File: src/rtl/moore_table_fsm.sv
// moore_table_fsm: run-time programmable, table-driven Moore state machine.
// The next-state table (rows = current state, columns = input value) and the
// per-state output table are register arrays written through a config port.
// Optional dwell counter enabled by defining MOORE_TABLE_FSM_DWELL_EN;
// without it the dwell port is tied to zero.
module moore_table_fsm #(
  parameter int IN_W        = 2,
  parameter int ST_W        = 2,
  parameter int OUT_W       = 1,
  parameter int START_STATE = 0,
  parameter int DW_W        = 8
) (
  input  logic             clk,
  input  logic             reset_b,
  input  logic             run,
  input  logic             clr,
  input  logic [IN_W-1:0]  in_x,
  input  logic             cfg_we,
  input  logic [ST_W-1:0]  cfg_state,
  input  logic [IN_W-1:0]  cfg_in,
  input  logic [ST_W-1:0]  cfg_next,
  input  logic             cfg_out_we,
  input  logic [OUT_W-1:0] cfg_out,
  output logic [ST_W-1:0]  state,
  output logic [OUT_W-1:0] out_z,
  output logic             changed,
  output logic [DW_W-1:0]  dwell
);

  localparam int NS = 2 ** ST_W;
  localparam int NI = 2 ** IN_W;
  localparam logic [ST_W-1:0] START_S = ST_W'(START_STATE);

  logic [ST_W-1:0]  next_q [NS][NI];
  logic [OUT_W-1:0] out_q  [NS];

  logic [ST_W-1:0]  state_q, state_d;
  logic             changed_q, changed_d;

  // Table storage: reset to self-loops / zero outputs, then written by config.
  // A write lands at the edge, so a transition on the same edge reads the old entry.
  always_ff @(posedge clk or negedge reset_b) begin
    if (!reset_b) begin
      for (int s = 0; s < NS; s++) begin
        out_q[s] <= '0;
        for (int i = 0; i < NI; i++) begin
          next_q[s][i] <= ST_W'(s);
        end
      end
    end else begin
      if (cfg_we) begin
        next_q[cfg_state][cfg_in] <= cfg_next;
      end
      if (cfg_out_we) begin
        out_q[cfg_state] <= cfg_out;
      end
    end
  end

  // Next-state selection: restart beats run, otherwise hold.
  always_comb begin
    state_d   = state_q;
    changed_d = 1'b0;
    if (clr) begin
      state_d = START_S;
    end else if (run) begin
      state_d = next_q[state_q][in_x];
    end
    changed_d = (state_d != state_q);
  end

  // State and change-pulse registers.
  always_ff @(posedge clk or negedge reset_b) begin
    if (!reset_b) begin
      state_q   <= START_S;
      changed_q <= 1'b0;
    end else begin
      state_q   <= state_d;
      changed_q <= changed_d;
    end
  end

  assign state   = state_q;
  assign changed = changed_q;
  // Moore output depends only on the registered state.
  assign out_z   = out_q[state_q];

`ifdef MOORE_TABLE_FSM_DWELL_EN
  logic [DW_W-1:0] dwell_q, dwell_d;

  // Dwell: clear on any state change or restart, count run edges, saturate.
  always_comb begin
    dwell_d = dwell_q;
    if (clr || (state_d != state_q)) begin
      dwell_d = '0;
    end else if (run && (dwell_q != '1)) begin
      dwell_d = dwell_q + 1'b1;
    end
  end

  // Dwell counter register.
  always_ff @(posedge clk or negedge reset_b) begin
    if (!reset_b) begin
      dwell_q <= '0;
    end else begin
      dwell_q <= dwell_d;
    end
  end

  assign dwell = dwell_q;
`else
  assign dwell = '0;
`endif

endmodule
File: config.mk
export PLATFORM = sky130hd
export DESIGN_NAME = moore_table_fsm
export DESIGN_NICKNAME = d
export VERILOG_FILES = /design/src/rtl/moore_table_fsm.sv
export SDC_FILE = /design/constraint.sdc
export NUM_CORES = 1
export LEC_CHECK = 0
export ABC_AREA = 1
export ABC_CLOCK_PERIOD_IN_PS = 1200
export CAP_MARGIN = 10
export CORE_ASPECT_RATIO = 0.7
export CORE_UTILIZATION = 30
export DETAILED_ROUTE_END_ITERATION = 10
export PLACE_DENSITY = 0.49
export SLEW_MARGIN = 10
export SYNTH_ARGS = -nofsm -noshare
export SYNTH_HDL_FRONTEND = slang
export SYNTH_SLANG_ARGS = --single-unit
File: constraint.sdc
create_clock -name clk -period 1.2 [get_ports clk]
set_input_delay 0.18 -clock clk [delete_from_list [all_inputs] [get_ports clk]]
set_output_delay 0.18 -clock clk [all_outputs]
set_load 0.01 [all_outputs]
==> run_results.csv <==
group,metric,value,unit
outcome,status,"finished with violations",
outcome,violations,"DRC, setup timing",
floorplan,dieArea,6810,um2
routing,final_antenna_net_count,0,
routing,route.detailed.drc,3,
placed_design,dpl_cell_area,2360,um2
worst_setup_path,r2r-start,"state[0]$_DFF_PN0_",
clocking,clk_latency,0.29,ns
final_layout,mostFrequentLayoutCell,"nand2_1",
timing,hold_viol,0,
routing,firstDrtPassIters,7,
synth,ys_ff_latch,39,
timing,min_period,1.49,ns
final_layout,antenna_cells,0,
synth,yosysWarnings,0,
worst_setup_path,r2r_cells,12,
synth,synth-seq-area-share,51.3,%
worst_setup_path,worstSetupStartpointType,"register",
timing,finalCritPeriodShare,124,%
synth,syn-instance-count,251,
clocking,numCtsBuffers,5,
final_layout,final_nets,311,
timing,slew_violations,0,
clocking,clock-sinks,39,
routing,finalWirelength,5.51,mm
global_routing,grt_pass1_vias,1715,
global_routing,grt_use_total,17.1,%
timing,clock.fmax,0.673,GHz
global_routing,use_met2,25.2,%
placed_design,dp_hpwl,3.84,mm
clocking,cts_tree,"done",
routing,wl_per_cell,14.7,um
synth,syn_area,1940,um2
worst_setup_path,arrival,1.68,ns
worst_hold_path,hold_class,"in -> async",
clocking,clk_pin_slew,0.08,ns
global_routing,grt_use_met3,4.13,%
worst_setup_path,rr_endpoint,"changed$_DFF_PN0_",
timing,rsz0062_at_grt,"true",
floorplan,die-height,69.3,um
worst_setup_path,reg2reg_slack,-0.29,ns
final_layout,fillerInstances,634,
final_layout,fin_area,2740,um2
clocking,htree_levels,2,
power_and_ir_drop,power_density,1420,nW/um2
worst_setup_path,worstSetupPathType,"reg -> reg",
timing,setup_viol,5,
routing,drtIter0Drc,63,
floorplan,rows,24,
worst_setup_path,crit_fanout,8,
global_routing,grt.busiest_layer,"met2",
placed_design,gp_congestion,0.819,
synth,ys_types,22,
routing,vias_per_cell,4.73,
final_layout,syn2layout_area_growth,40.9,%
timing,finalWorstSetupSlack,-0.285,ns
clocking,cts.path.max_buffers,2,
global_routing,grt_start_max_net_pins,19,
timing,worstMarginPinSlew,0.517,ns
worst_setup_path,crit_path_end_kind,"register",
floorplan,initial_utilization,31.1,%
global_routing,antenna_found_initial,0,
global_routing,use_met1,24.7,%
power_and_ir_drop,power,3.89,mW
global_routing,gr-total-overflow,0,
power_and_ir_drop,irDropWorstVdd,0.482,mV
routing,vias,1773,
global_routing,grt_pass1_wl,8.88,mm
timing,fin_skew,0.00466,ns
floorplan,core_area,6250,um2
timing,slew_headroom,65.5,%
synth,syn_area_per_cell,7.74,um2
final_layout,mostFrequentLayoutCells,"nand2_1 (86), o21ai_0 (33), dfrtp_1 (22)",
floorplan,boundaryPins,27,
run,drv_cap,0,
final_layout,drive_above_1_share,31.6,%
power_and_ir_drop,cellLeakagePower,1.28,nW
clocking,cts_root_buffer,"clkbuf_8",
worst_setup_path,required,1.39,ns
placed_design,io_buffer_count,18,
floorplan,die_w,98.2,um
==> per-layer routing <==
layer  vias up  part of all wire (%)
li1        886                     -
met1       848                    51
met2        31                    44
met3         8                   3.6
met4         0                   1.4
met5         -                     0
==> synthesized netlist by cell type, drive strengths merged <==
cell	instances	share of area, %
a21oi	2	0.52
dfstp	16	22
nand3	24	6.2
clkbuf	2	0.39
conb	1	0.19
nor2	8	1.7
o22ai	1	0.32
nor3	4	1.0
a21o	1	0.39
o21ai	37	9.5
nand4	1	0.32
o211a	1	0.52
nand3b	1	0.39
nand2	100	19
buf	12	4.6
a31oi	1	0.32
dfrtp	23	30
inv	16	3.1
==> where the power goes <==
| group | total (mW) | switching, mW | internal (mW) |
|---|---|---|---|
| sequential | 1.84 | 0.191 | 1.65 |
| clock | 1.15 | 0.472 | 0.673 |
| combinational | 0.905 | 0.479 | 0.426 |
==> how the worst max path moves through the flow <==
stage	from	to	slack, ns	cells after the start
4_1_cts	state[0]$_DFF_PN0_	changed$_DFF_PN0_	-0.23	12
6_report	state[0]$_DFF_PN0_	changed$_DFF_PN0_	-0.29	12
5_1_grt	state[0]$_DFF_PN0_	changed$_DFF_PN0_	-0.41	12
3_5_place_dp	state[0]$_DFF_PN0_	out_z	-0.29	4
2_1_floorplan	state[0]$_DFF_PN0_	changed$_DFF_PN0_	-0.10	12
3_3_place_gp	in_x[0]	changed$_DFF_PN0_	-0.29	9
==> cell families (layout without fill, tap and decap cells) <==
group	after synthesis	count (layout)	synth area share, %
simple gates	138	138	28.9
other cells	1	8	0.193
flops	39	39	51.3
buf+inv	30	69	8.05
compound gates	43	43	11.6
==> stage by stage <==
stage	instances	utilization, %	hold WS [ns]	TNS (ns)	setup slack (ns)
final	375	43.8	0.313	-0.995	-0.285
after global routing	375	43.8	0.324	-1.44	-0.414
after CTS	372	40.5	0.310	-0.866	-0.230
after detailed placement	360	37.8	0.0942	-8.93	-0.290
after global placement	360	37.8	0.103	-8.40	-0.292
after floorplan	258	-	-0.116	-0.189	-0.102
==> state kept, by name, indices dropped and copies added (netlist names) <==
register and flops:
out_q 4, changed 1, next_q 32, state 2
==> layout make-up <==
class / instances / area, um2 / area share, %
tap: 78 / 97.6 / 3.56
clock buffer: 6 / 82.6 / 3.02
sequential: 39 / 997 / 36.4
timing repair buffer: 45 / 480 / 17.6
multi-input combinational: 189 / 980 / 35.8
clock inverter: 2 / 35.0 / 1.28
inverter: 16 / 65.1 / 2.38
==> worst max-delay path: stages (launching register included) <==
cell and delay [ns]:
dfrtp_2 0.45, clkinv_4 0.11, clkbuf_16 0.18, nand2_2 0.06, nand3_2 0.06, nand3_2 0.08
nand2_2 0.04, nand2_1 0.07, nand3_2 0.09, nand2_2 0.07, nand2_1 0.05, nand2_1 0.06
nand2_1 0.05
==> repair_timing <==
action                                  CTS  global route
gates resized for setup                  23            45
buffers inserted                          3             2
hold endpoints to repair                  3             0
pin swaps                                 3            16
endpoints found under the setup margin    7            31
gates cloned                              0             2
hold buffers                              1             0
Note: power is estimated with default switching activity, not from simulation.
